`src/rtl/alu_mul_seq.sv`:
```
// Sequential unsigned 32-bit multiplier that computes the product by repeated addition.
// All arithmetic and comparison is delegated to an external combinational ALU.
module alu_mul_seq (
  input  logic        clk,
  input  logic        rst_n,
  input  logic        start,
  input  logic [31:0] mcand,
  input  logic [31:0] mplier,
  output logic        busy,
  output logic        done,
  output logic [31:0] product,
  output logic [31:0] ALUop1,
  output logic [31:0] ALUop2,
  output logic [2:0]  ALUcntrl,
  input  logic [31:0] ALUout,
  input  logic        EQ
);

  localparam logic [2:0] OP_ADD  = 3'b000;
  localparam logic [2:0] OP_SUB  = 3'b001;
  localparam logic [2:0] OP_EQ   = 3'b101;
  localparam logic [2:0] OP_IDLE = 3'b111;

  typedef enum logic [2:0] {IDLE, CHECK, ACC, DEC, DONE} state_t;

  typedef struct packed {
    logic [31:0] a;    // multiplicand
    logic [31:0] n;    // remaining iterations
    logic [31:0] acc;  // running sum
  } opnd_t;

  state_t state, nxt;
  opnd_t  r;

  always_ff @(posedge clk or negedge rst_n) begin
    if (!rst_n) state <= IDLE;
    else        state <= nxt;
  end

  // Datapath registers only ever load operands or the ALU result.
  always_ff @(posedge clk or negedge rst_n) begin
    if (!rst_n) begin
      r       <= '0;
      product <= '0;
    end else begin
      unique case (state)
        IDLE:  if (start) begin
                 r.a   <= mcand;
                 r.n   <= mplier;
                 r.acc <= '0;
               end
        ACC:   r.acc   <= ALUout;
        DEC:   r.n     <= ALUout;
        DONE:  product <= r.acc;
        default: ;
      endcase
    end
  end

  always_comb begin
    nxt      = state;
    ALUop1   = '0;
    ALUop2   = '0;
    ALUcntrl = OP_IDLE;
    busy     = 1'b1;
    done     = 1'b0;
    unique case (state)
      IDLE: begin
        busy = 1'b0;
        if (start) nxt = CHECK;
      end
      CHECK: begin
        ALUop1   = r.n;
        ALUcntrl = OP_EQ;
        nxt      = EQ ? DONE : ACC;
      end
      ACC: begin
        ALUop1   = r.acc;
        ALUop2   = r.a;
        ALUcntrl = OP_ADD;
        nxt      = DEC;
      end
      DEC: begin
        ALUop1   = r.n;
        ALUop2   = 32'd1;
        ALUcntrl = OP_SUB;
        nxt      = CHECK;
      end
      DONE: begin
        done = 1'b1;
        nxt  = IDLE;
      end
      default: nxt = IDLE;
    endcase
  end

endmodule
```
`config.mk`:
```
export PLATFORM = sky130hd
export DESIGN_NAME = alu_mul_seq
export DESIGN_NICKNAME = d
export VERILOG_FILES = /design/src/rtl/alu_mul_seq.sv
export SDC_FILE = /design/constraint.sdc
export NUM_CORES = 1
export LEC_CHECK = 0
export CAP_MARGIN = 20
export CORE_MARGIN = 5
export CORE_UTILIZATION = 49
export DETAILED_ROUTE_END_ITERATION = 7
export GPL_ROUTABILITY_DRIVEN = 0
export PLACE_DENSITY = 0.86
export SYNTH_ARGS = -nofsm -noshare
export SYNTH_HDL_FRONTEND = slang
export SYNTH_SLANG_ARGS = --single-unit
```
`constraint.sdc`:
```
create_clock -name clk -period 2.5 [get_ports clk]
set_input_delay 0.5 -clock clk [delete_from_list [all_inputs] [get_ports clk]]
set_output_delay 0.5 -clock clk [all_outputs]
set_load 0.01 [all_outputs]
```
==> load_flow_metrics.sql, run 1 <==
INSERT INTO impl_metrics (metric_group, metric, value, unit) VALUES
('power', 'power.density', '1229', 'mW/mm^2'),
('die', 'dieWidth', '118.0', 'um'),
('power', 'worst_ir_drop_vdd', '0.0006642', 'V'),
('synth', 'synth-warning-count', '0', ''),
('die', 'die_h', '118.0', 'um'),
('sta', 'worstMarginPinSlew', '0.5467', 'ns'),
('synth', 'synthCells', '442', ''),
('placed_design', 'port-buffer-count', '200', ''),
('global_routing', 'grt_antenna_before_repair', '0', ''),
('clock_tree', 'clock-sinks', '131', ''),
('routing', 'drt-pass1-iter-count', '5', ''),
('sta', 'fin_worst_hold_slack', '0.4774', 'ns'),
('sta', 'final.period_utilization', '0.9612', ''),
('routing', 'postRouteWirelength', '16050', 'um'),
('global_routing', 'groute.usage.overall', '0.2344', ''),
('setup_path', 'r2r-end', 'r[65]$_DFFE_PN0P_', ''),
('setup_path', 'worst_setup_path_startpoint', 'state[0]$_DFFE_PN0P_', ''),
('setup_path', 'critical_path_peak_fanout', '14', ''),
('sta', 'hold_violations', '0', ''),
('sta', 'worst_slew_margin_rel', '0.6355', ''),
('global_routing', 'grt-ovfl-total', '0', ''),
('routing', 'drt-vias-per-instance', '5.427', ''),
('synth', 'synth_top_cell_by_area', 'dfrtp_1', ''),
('sta', 'clock_skew', '0.01024', 'ns'),
('synth', 'most_common_cell_in_the_synthesized_netlist', 'dfrtp_1', ''),
('cells_and_area', 'antenna_cells', '0', ''),
('sta', 'rsz_0062_raised_after_global_routing', 'false', ''),
('setup_path', 'rrSetupSlack', '0.52', 'ns'),
('synth', 'ys_seq_area_frac', '0.5739', ''),
('setup_path', 'reg2reg_depth', '4', ''),
('synth', 'area_share_of_the_largest_cell_type_after_synthesis', '0.5739', ''),
('setup_path', 'worstSetupEndpointType', 'primary output', ''),
('routing', 'post-route-drc-count', '0', ''),
('die', 'core', '0.01142', 'mm^2'),
('cells_and_area', 'area_delta_synth_final', '51.59', '%'),
('setup_path', 'start_kind', 'register', ''),
('sta', 'report.final.slew_viol_count', '0', ''),
('power', 'leak_pwr', '4.014', 'nW'),
('cells_and_area', 'layout.filler_cells', '748', ''),
('sta', 'setup_viol', '0', ''),
('outcome', 'result_of_the_run', 'completed', ''),
('synth', 'ys_dominant_reg_cell', 'dfrtp_1', ''),
('clock_tree', 'worst_setup_hold_path_clk_slew', '0.06', 'ns'),
('die', 'std_cell_rows', '39', ''),
('setup_path', 'reg2reg_from', 'state[2]$_DFFE_PN0P_', ''),
('synth', 'yosys_register_bits', '131', ''),
('job', 'timing.max_cap.violations', '0', ''),
('setup_path', 'cp_slowest_stage_delay', '0.43', 'ns'),
('routing', 'routedWlPerCell', '19.92', 'um'),
('clock_tree', 'cts_tree', 'built', ''),
('synth', 'number_of_enable_type_register_cells_in_the_synthesized_netlist', '0', ''),
('setup_path', 'worst-endpoint-required', '2.00', 'ns'),
('min_path', 'min_from', 'r[91]$_DFFE_PN0P_', ''),
('global_routing', 'grt_max_degree', '66', ''),
('synth', 'async_flop_share', '1.000', ''),
('clock_tree', 'ctsLongestPathBuffers', '2', ''),
('die', 'dieArea', '0.01392', 'mm^2'),
('synth', 'synth_area_leaders', 'dfrtp_1, a22o_1, mux2_2', ''),
('setup_path', 'cp_slowest_cell', 'dfrtp_2', ''),
('clock_tree', 'clk_root_buffer_cell', 'clkbuf_16', ''),
('setup_path', 'critical_path.cell_chain', 'nor3b_4 -> buf_6 -> buf_4 -> buf_12 -> buf_16 -> and2_1 -> dlygate4sd2_1', ''),
('min_path', 'hold_path_class', 'register to register', ''),
('clock_tree', 'htreeDepth', '4', ''),
('synth', 'synthesis.nets', '542', ''),
('clock_tree', 'worst_skew_pair.late_latency', '0.41', 'ns'),
('synth', 'synth_cell_type_count', '24', ''),
('sta', 'fin_crit', '2.403', 'ns'),
('die', 'top_level_ports', '201', ''),
('global_routing', 'grt_pass1_wl', '26010', 'um'),
('setup_path', 'timing_worst_setup_path_type', 'register to primary output', ''),
('global_routing', 'grt_pass1_vias', '4792', '');
==> metal layers <==
metal / routed length (um) / GRT usage / vias to the layer above
li1: - / - / 2004
met1: 6466 / 0.2789 / 2166
met2: 8186 / 0.3971 / 180
met3: 1148 / 0.08457 / 24
met4: 252 / 0.07240 / 0
met5: 0 / 0 / -
==> worst max-delay path: cells and delay by family, from the launching register on <==
kind / cells / cell delay, ns
buf+inv: 5 / 0.74
flops: 1 / 0.43
simple gates: 2 / 0.32
==> report_power, final <==
part / leakage [nW] / internal, mW / switching (mW)
registers: 1.64 / 3.04 / 0.538
logic: 2.06 / 2.35 / 1.98
clock network: 0.312 / 1.82 / 0.903
total: 4.01 / 7.21 / 3.42
==> layout by cell type, fill, tap and decap left out, types with 2 or more instances in the layout <==
cell,count
clkbuf_8,2
nand2_1,33
clkinvlp_4,3
nor3b_4,2
clkdlybuf4s50_1,131
buf_6,2
mux2_1,28
and2_1,31
nor2_1,5
clkbuf_16,17
bufbuf_16,2
mux2i_1,32
inv_1,2
bufinv_16,5
clkdlybuf4s15_1,6
clkinv_4,2
o21ai_1,32
clkbuf_2,2
buf_4,12
a22o_1,64
a21oi_1,2
dlymetal6s2s_1,3
dfrtp_1,130
mux2_2,36
dlygate4sd2_1,57
buf_12,9
==> state kept, by name, indices dropped and copies added (netlist names) <==
register / flops
state: 3
r: 96
product: 32
==> layout make-up <==
type                       instances  area, um^2  area share
clock buffer                      19       452.9     0.05231
clock inverter                    12       203.9     0.02355
inverter                           2       7.507   0.0008671
multi-input combinational        273        2222      0.2566
sequential                       131        3279      0.3788
tap                              143       178.9     0.02066
timing repair buffer             226        2313      0.2672
==> through the flow <==
step	util	instances	cell area, um^2	power [mW]	worst slack [ns]
6_report	0.7583	806	8658	10.64	0.09692
5_1_grt	0.7583	806	8658	11.24	0.001726
4_1_cts	0.7576	806	8651	10.74	0.004412
3_5_place_dp	0.6931	766	7914	8.016	0.2040
3_3_place_gp	0.6931	766	7914	7.839	0.2398
2_1_floorplan	-	442	5712	5.865	0.6152
==> worst min path at each step <==
stage / slack (ns) / endpoint / cells after the start
4_1_cts: 0.48 / r[91]$_DFFE_PN0P_ / 1
6_report: 0.48 / r[91]$_DFFE_PN0P_ / 1
2_1_floorplan: 0.20 / product[0]$_DFFE_PN0P_ / 0
3_5_place_dp: 0.41 / product[29]$_DFFE_PN0P_ / 1
3_3_place_gp: 0.40 / product[29]$_DFFE_PN0P_ / 1
5_1_grt: 0.50 / r[91]$_DFFE_PN0P_ / 1
==> kinds of logic after synthesis <==
| kind of cell | count (synthesis) | synth area share |
|---|---|---|
| AO/OA/AOI/OAI | 98 | 0.1279 |
| buffers and inverters | 38 | 0.03899 |
| multiplexers | 96 | 0.1823 |
| flip-flops | 131 | 0.5739 |
| AND/OR/NAND/NOR | 79 | 0.07689 |
==> timing repair <==
item / in CTS / in global routing
resized for setup: 69 / 13
pin swaps: 1 / 0
hold buffers: 1 / 0
cloned: 3 / 0
hold endpoints to repair: 19 / 0
setup endpoints to repair: 64 / 11
setup buffers: 5 / 0
Note: power is estimated with default switching activity, not from simulation.
==> run 2: changes to the inputs <==
- ABC_AREA: unset -> 1
- ABC_CLOCK_PERIOD_IN_PS: unset -> 2500
- CORE_UTILIZATION: 49 -> 50
- PLACE_DENSITY: 0.86 -> 0.85
==> run 2 against run 1 <==
  * Cell count up 49%
  * Register-to-register slack better by 0.12 ns
  * Total power down 1.4%
  * Critical path type unchanged
  * Largest cell class unchanged
  * Highest routed layer is now met5
==> load_flow_metrics.sql, run 2 <==
INSERT INTO impl_metrics (metric_group, metric, value, unit) VALUES
('outcome', 'result_of_the_run', 'completed', ''),
('power', 'p_seq_frac', '0.340', ''),
('cells_and_area', 'mostFrequentLayoutCell', 'nand2_1', ''),
('die', 'dieArea', '0.01494', 'mm^2'),
('setup_path', 'critical_path_peak_fanout', '32', ''),
('synth', 'postSynthAreaPerCell', '7.683', 'um^2'),
('synth', 'synth_cell_type_count', '18', ''),
('sta', 'clock_skew', '0.007035', 'ns'),
('synth', 'synth_area_leaders', 'dfrtp_1, nand2_1, inv_1', ''),
('clock_tree', 'htreeDepth', '4', ''),
('clock_tree', 'tritoncts.num_buffers', '17', ''),
('cells_and_area', 'largest_register_ff_count', '96', ''),
('synth', 'synthCells', '820', ''),
('die', 'die_h', '122.2', 'um'),
('clock_tree', 'clk_root_buffer_cell', 'clkbuf_16', ''),
('sta', 'report.final.slew_viol_count', '0', ''),
('global_routing', 'grt-ovfl-total', '0', ''),
('global_routing', 'groute.usage.overall', '0.2565', ''),
('synth', 'mappedNetlistArea', '0.006300', 'mm^2'),
('setup_path', 'worst-endpoint-required', '2.00', 'ns'),
('power', 'power.density', '1156', 'mW/mm^2'),
('synth', 'yosys_register_bits', '131', ''),
('routing', 'vias', '6098', ''),
('sta', 'worst_slew_margin_rel', '0.5607', ''),
('clock_tree', 'worst_setup_hold_path_clk_slew', '0.06', 'ns'),
('routing', 'dr_top_layer', 'met5', ''),
('routing', 'post-route-drc-count', '0', ''),
('sta', 'max_freq', '0.4094', 'GHz'),
('setup_path', 'worstSetupEndpointType', 'primary output', ''),
('synth', 'area_share_of_the_largest_cell_type_after_synthesis', '0.5204', ''),
('placed_design', 'placedInstanceArea', '0.008457', 'mm^2'),
('cells_and_area', 'layout_top_registers', 'r x96, product x32, state x3', ''),
('clock_tree', 'ctsLongestPathBuffers', '2', ''),
('sta', 'worstMarginPinSlew', '0.6590', 'ns'),
('setup_path', 'reg2reg_depth', '6', ''),
('sta', 'fin_crit', '2.442', 'ns'),
('power', 'netSwitchingFraction', '0.3897', ''),
('global_routing', 'grt_pass1_wl', '30030', 'um'),
('cells_and_area', 'area_delta_synth_final', '44.05', '%'),
('power', 'comb_power_share', '0.453', ''),
('clock_tree', 'cts_tree', 'built', ''),
('routing', 'met3_length', '1694', 'um'),
('routing', 'drt-pass1-iter-count', '6', ''),
('power', 'total_switching_power', '4.089', 'mW'),
('power', 'power_report.internal_total', '6.404', 'mW'),
('die', 'dieWidth', '122.2', 'um'),
('synth', 'synth_top_cell_by_area', 'dfrtp_1', ''),
('routing', 'routedWlPerCell', '15.77', 'um'),
('setup_path', 'timing_worst_setup_path_type', 'register to primary output', ''),
('clock_tree', 'ctsHoldBuffers', '0', ''),
('synth', 'synth-warning-count', '0', ''),
('cells_and_area', 'layout-drive-gt1-share', '0.07227', ''),
('setup_path', 'worstPathArrival', '1.94', 'ns'),
('global_routing', 'grt_antenna_before_repair', '2', ''),
('synth', 'most_common_cell_in_the_synthesized_netlist', 'nand2_1', ''),
('routing', 'drt-met1-wl', '7962', 'um'),
('synth', 'leading_cell_types_by_count_after_synthesis', 'nand2_1, dfrtp_1, inv_1', ''),
('die', 'initial_util', '0.5054', ''),
('die', 'std_cell_rows', '41', ''),
('cells_and_area', 'fin_area', '0.009075', 'mm^2'),
('sta', 'final.period_utilization', '0.9769', ''),
('setup_path', 'start_kind', 'register', ''),
('die', 'core', '0.01247', 'mm^2'),
('power', 'leak_pwr', '5.020', 'nW'),
('job', 'timing.max_cap.violations', '0', ''),
('die', 'top_level_ports', '201', ''),
('synth', 'number_of_enable_type_register_cells_in_the_synthesized_netlist', '0', ''),
('sta', 'hold_violations', '0', ''),
('sta', 'setup_viol', '0', ''),
('power', 'worst_ir_drop_vdd', '0.0006896', 'V'),
('placed_design', 'port-buffer-count', '200', ''),
('cells_and_area', 'total_number_of_nets_in_the_final_design', '1112', ''),
('synth', 'async_flop_share', '1.000', ''),
('clock_tree', 'worst_skew_pair.late_latency', '0.41', 'ns'),
('synth', 'ys_seq_area_frac', '0.5204', ''),
('clock_tree', 'clock-sinks', '131', ''),
('global_routing', 'grt_max_degree', '74', ''),
('routing', 'drt-vias-per-instance', '5.094', ''),
('cells_and_area', 'regMostFlops', 'r', ''),
('cells_and_area', 'layout.cells.most_common_list', 'nand2_1, clkdlybuf4s50_1, dfrtp_1', ''),
('min_path', 'hold_path_class', 'primary input to async pin', ''),
('placed_design', 'hpwl', '13020', 'um'),
('cells_and_area', 'layout.filler_cells', '967', ''),
('routing', 'postRouteWirelength', '18870', 'um'),
('power', 'clock_network_fraction_of_design_power', '0.207', ''),
('global_routing', 'grt_pass1_vias', '6001', ''),
('routing', 'wl_met2', '8740', 'um'),
('synth', 'synthesis.nets', '920', ''),
('sta', 'totalNegativeSetupSlack', '0', 'ns'),
('synth', 'ys_dominant_reg_cell', 'dfrtp_1', ''),
('routing', 'antenna_violating_nets_post_route', '0', ''),
('routing', 'initialDrtViolationCount', '536', '');
==> run 2: cell types whose count changed in the layout (fill, tap and decap cells not counted), sizes merged, moves of 64 or more <==
cell	before	now
inv	3	101
a22o	64	0
o21ai	32	98
mux2	64	0
nand3	0	67
nand2	33	296
==> run 2: final cells by class <==
cell class	instances	area (um^2)	area share
Sequential cell	131	3282	0.3616
Timing Repair Buffer	232	2360	0.2600
Multi-Input combinational cell	529	2318	0.2555
Clock buffer	25	485.5	0.05350
Inverter	101	381.6	0.04205
Tap cell	172	215.2	0.02371
Clock inverter	6	30.03	0.003309
Antenna cell	1	2.502	0.0002757
==> run 2: final timing paths <==
kind / slack, ns / to / start
min in group clk: 0.49 / product[3]$_DFFE_PN0P_ / product[3]$_DFFE_PN0P_
max in group asynchronous: 1.78 / r[11]$_DFFE_PN0P_ / rst_n
setup / recovery: 0.06 / ALUop2[2] / state[0]$_DFFE_PN0P_
setup reg to reg: 0.64 / r[57]$_DFFE_PN0P_ / state[0]$_DFFE_PN0P_
hold / removal: 0.02 / r[73]$_DFFE_PN0P_ / rst_n
hold reg to reg: 0.49 / product[3]$_DFFE_PN0P_ / product[3]$_DFFE_PN0P_
==> run 2: critical path: stages, from the launching register on <==
cell and delay (ns):
dfrtp_2 0.45, nor2_4 0.14, nand2_4 0.10, buf_12 0.18, nor2_1 0.11, clkdlybuf4s50_1 0.55
==> run 2: per-stage QoR <==
| step | util | std cells | setup WS (ns) | power [mW] | hold slack [ns] |
|---|---|---|---|---|---|
| 2_1_floorplan | - | 820 | 0.8173 | 6.171 | 0.2044 |
| 3_3_place_gp | 0.6784 | 1159 | 0.2081 | 8.269 | 0.4525 |
| 3_5_place_dp | 0.6784 | 1159 | 0.1385 | 8.392 | 0.4603 |
| 4_1_cts | 0.7230 | 1196 | -0.008819 | 10.55 | 0.02012 |
| 5_1_grt | 0.7280 | 1197 | -0.02855 | 11.27 | 0.02970 |
| 6_report | 0.7280 | 1197 | 0.05768 | 10.49 | 0.01788 |
==> run 2: metal layers <==
layer  global-route usage  vias up
met5                    0        -
met4               0.1029        2
met3              0.07235       34
met2               0.4036      268
met1               0.3371     2843
li1                     -     2951
==> run 2: cells by family (layout without fill, tap and decap cells) <==
family                 Yosys count  count (layout)  share of synthesized area
AOI/OAI and AO/OA               99              99                    0.07865
buffers and inverters          160             364                     0.1152
DFF                            131             131                     0.5204
other                            0               1                          0
and+or+nand+nor                430             430                     0.2858
==> run 2: power by group through the flow <==
stage	combinational [mW]	sequential (mW)	clock, mW
detailed placement	4.84	3.56	0
global placement	4.72	3.55	0
finish	4.76	3.56	2.17
global route	5.30	3.66	2.30
floorplan	2.67	3.50	0
CTS	4.80	3.54	2.21
==> run 2: timing repair <==
action,CTS,global route
setup endpoints to repair,64,53
resized for setup,43,33
pin swaps,1,0
setup buffers,6,0
==> run 3: changes to the inputs <==
- ABC_AREA: 1 -> unset
- CTS_BUF_LIST: unset -> sky130_fd_sc_hd__clkbuf_4
- PLACE_DENSITY: 0.85 -> unset
- PLACE_DENSITY_LB_ADDON: unset -> 0.15
==> run 3 against run 2 <==
  * Clock power shrank 51%
  * First-iteration DRC count down 51%
  * Hold slack better by 0.33 ns
  * Sequential cell count unchanged
  * Total power down 13%
  * Setup slack improved by 0.018 ns
==> load_flow_metrics.sql, run 3 (synthesis results as in run 1) <==
INSERT INTO impl_metrics (metric_group, metric, value, unit) VALUES
('routing', 'routedWlPerCell', '20.33', 'um'),
('cells_and_area', 'mostFrequentLayoutCell', 'clkdlybuf4s50_1', ''),
('clock_tree', 'cts_tree', 'built', ''),
('global_routing', 'grt_max_degree', '60', ''),
('outcome', 'result_of_the_run', 'completed', ''),
('clock_tree', 'tritoncts.num_buffers', '17', ''),
('die', 'dieWidth', '116.9', 'um'),
('power', 'total_switching_power', '3.279', 'mW'),
('sta', 'fin_crit', '2.424', 'ns'),
('cells_and_area', 'regMostFlops', 'r', ''),
('cells_and_area', 'multi_input_comb_area', '0.002225', 'mm^2'),
('routing', 'initialDrtViolationCount', '264', ''),
('global_routing', 'grt_pass1_vias', '4756', ''),
('global_routing', 'grt-ovfl-total', '0', ''),
('cells_and_area', 'layout.area.seq', '0.003279', 'mm^2'),
('routing', 'postRouteWirelength', '16430', 'um'),
('cells_and_area', 'layout.cells.most_common_list', 'clkdlybuf4s50_1, dfrtp_1, a22o_1', ''),
('routing', 'drt-vias-per-instance', '5.548', ''),
('placed_design', 'placement.setup.worst_slack', '0.1949', 'ns'),
('power', 'power_report.internal_total', '5.859', 'mW'),
('routing', 'drt-pass1-iter-count', '4', ''),
('global_routing', 'grtUsageMet1', '0.2944', ''),
('power', 'leak_pwr', '3.729', 'nW'),
('placed_design', 'port-buffer-count', '200', ''),
('clock_tree', 'worst_skew_pair.late_latency', '0.54', 'ns'),
('die', 'core', '0.01132', 'mm^2'),
('sta', 'hold_violations', '0', ''),
('power', 'power.density', '1116', 'mW/mm^2'),
('routing', 'post-route-drc-count', '0', ''),
('setup_path', 'worstSetupEndpointType', 'primary output', ''),
('sta', 'worst_slew_margin_rel', '0.4047', ''),
('clock_tree', 'worst_setup_hold_path_clk_slew', '0.10', 'ns'),
('cells_and_area', 'layout-drive-gt1-share', '0.2135', ''),
('global_routing', 'grt_pass1_wl', '24790', 'um'),
('global_routing', 'grt_antenna_before_repair', '0', ''),
('power', 'comb_power_share', '0.495', ''),
('global_routing', 'grt_use_met2', '0.3970', ''),
('die', 'dieArea', '0.01366', 'mm^2'),
('global_routing', 'groute.usage.overall', '0.2410', ''),
('sta', 'fin_ws', '0.07564', 'ns'),
('cells_and_area', 'postLayoutCoreUtil', '0.7235', ''),
('power', 'total_power', '9.138', 'mW'),
('power', 'worst_ir_drop_vdd', '0.0006211', 'V'),
('global_routing', 'grt.busiest_layer', 'met2', ''),
('min_path', 'hold_path_class', 'primary input to async pin', ''),
('sta', 'report.final.slew_viol_count', '0', ''),
('cells_and_area', 'total_number_of_nets_in_the_final_design', '759', ''),
('sta', 'setup_viol', '0', ''),
('clock_tree', 'clock-sinks', '131', ''),
('power', 'p_seq_frac', '0.388', ''),
('global_routing', 'global_route.usage.met3', '0.07918', ''),
('job', 'timing.max_cap.violations', '0', ''),
('cells_and_area', 'layout.cells.non_filler', '808', ''),
('power', 'clock_network_fraction_of_design_power', '0.117', ''),
('die', 'initial_util', '0.5045', ''),
('cells_and_area', 'layout.filler_cells', '861', ''),
('die', 'die_h', '116.9', 'um'),
('setup_path', 'critical_path_peak_fanout', '15', ''),
('cells_and_area', 'area_delta_synth_final', '43.40', '%'),
('routing', 'vias', '4483', ''),
('clock_tree', 'htreeDepth', '4', ''),
('setup_path', 'worstPathArrival', '1.92', 'ns'),
('placed_design', 'numPlacedInstances', '764', ''),
('setup_path', 'worst-endpoint-required', '2.00', 'ns'),
('clock_tree', 'clk_root_buffer_cell', 'clkbuf_4', ''),
('placed_design', 'hpwl', '10400', 'um'),
('die', 'top_level_ports', '201', ''),
('sta', 'totalNegativeSetupSlack', '0', 'ns'),
('setup_path', 'rrSetupSlack', '0.33', 'ns'),
('routing', 'antenna_violating_nets_post_route', '0', ''),
('sta', 'clock_skew', '0.01082', 'ns'),
('die', 'std_cell_rows', '39', ''),
('setup_path', 'start_kind', 'register', ''),
('clock_tree', 'ctsLongestPathBuffers', '2', ''),
('sta', 'worstMarginPinSlew', '0.8919', 'ns'),
('power', 'netSwitchingFraction', '0.3588', ''),
('cells_and_area', 'antenna_cells', '0', ''),
('cells_and_area', 'largest_register_ff_count', '96', ''),
('sta', 'final.period_utilization', '0.9697', ''),
('sta', 'rsz_0062_raised_after_global_routing', 'true', ''),
('setup_path', 'timing_worst_setup_path_type', 'register to primary output', ''),
('sta', 'max_freq', '0.4125', 'GHz'),
('cells_and_area', 'layout_top_registers', 'r x96, product x32, state x3', '');
run 3: final timing paths:
path / startpoint / to / cells after the start
worst max-delay path: state[2]$_DFFE_PN0P_ / ALUop2[6] / 5
worst min-delay path: rst_n / r[88]$_DFFE_PN0P_ / 2
worst max register to register: state[0]$_DFFE_PN0P_ / r[93]$_DFFE_PN0P_ / 6
worst min register to register: r[69]$_DFFE_PN0P_ / r[69]$_DFFE_PN0P_ / 1
max in group asynchronous: rst_n / r[22]$_DFFE_PN0P_ / 3
min in group clk: r[69]$_DFFE_PN0P_ / r[69]$_DFFE_PN0P_ / 1
run 3: power groups by stage:
| stage | Clock, mW | Combinational, mW | Sequential, mW |
|---|---|---|---|
| CTS | 1.09 | 4.54 | 3.53 |
| detailed placement | 0 | 4.37 | 3.57 |
| global placement | 0 | 4.27 | 3.51 |
| global route | 1.19 | 4.87 | 3.65 |
| finish | 1.07 | 4.52 | 3.55 |
| floorplan | 0 | 2.37 | 3.50 |
run 3: worst max-delay path: stages (launching register included):
cell and delay [ns]:
dfrtp_1 0.42, nor3b_4 0.22, buf_4 0.17, buf_16 0.15, and2_1 0.14, dlygate4sd2_1 0.26
run 3: per-stage QoR:
| stage | cell area [um^2] | hold WS, ns |
|---|---|---|
| finish | 8190 | 0.3525 |
| global route | 8190 | 0.3191 |
| CTS | 8217 | 0.3209 |
| detailed placement | 7881 | 0.3831 |
| global placement | 7881 | 0.3813 |
| floorplan | 5712 | 0.2044 |
run 3: timing repair:
action,CTS,global route
gates cloned,5,2
hold endpoints to repair,12,0
hold buffers,1,0
resized for setup,165,48
setup endpoints to repair,68,48
pin swaps,9,10
buffers inserted,7,5
run 3: per-layer routing:
| metal | routed length, um | vias up | share of wire |
|---|---|---|---|
| met3 | 1354 | 26 | 0.082 |
| met5 | 0 | - | 0 |
| met2 | 8013 | 183 | 0.49 |
| met4 | 327 | 0 | 0.020 |
| li1 | - | 2023 | - |
| met1 | 6734 | 2251 | 0.41 |
run 3: final cells by class:
class / instances / share of cell area
sequential: 131 / 0.4004
inverter: 2 / 0.0009166
multi-input combinational: 273 / 0.2716
tap: 143 / 0.02185
timing repair buffer: 234 / 0.2840
clock inverter: 4 / 0.001986
clock buffer: 21 / 0.01925
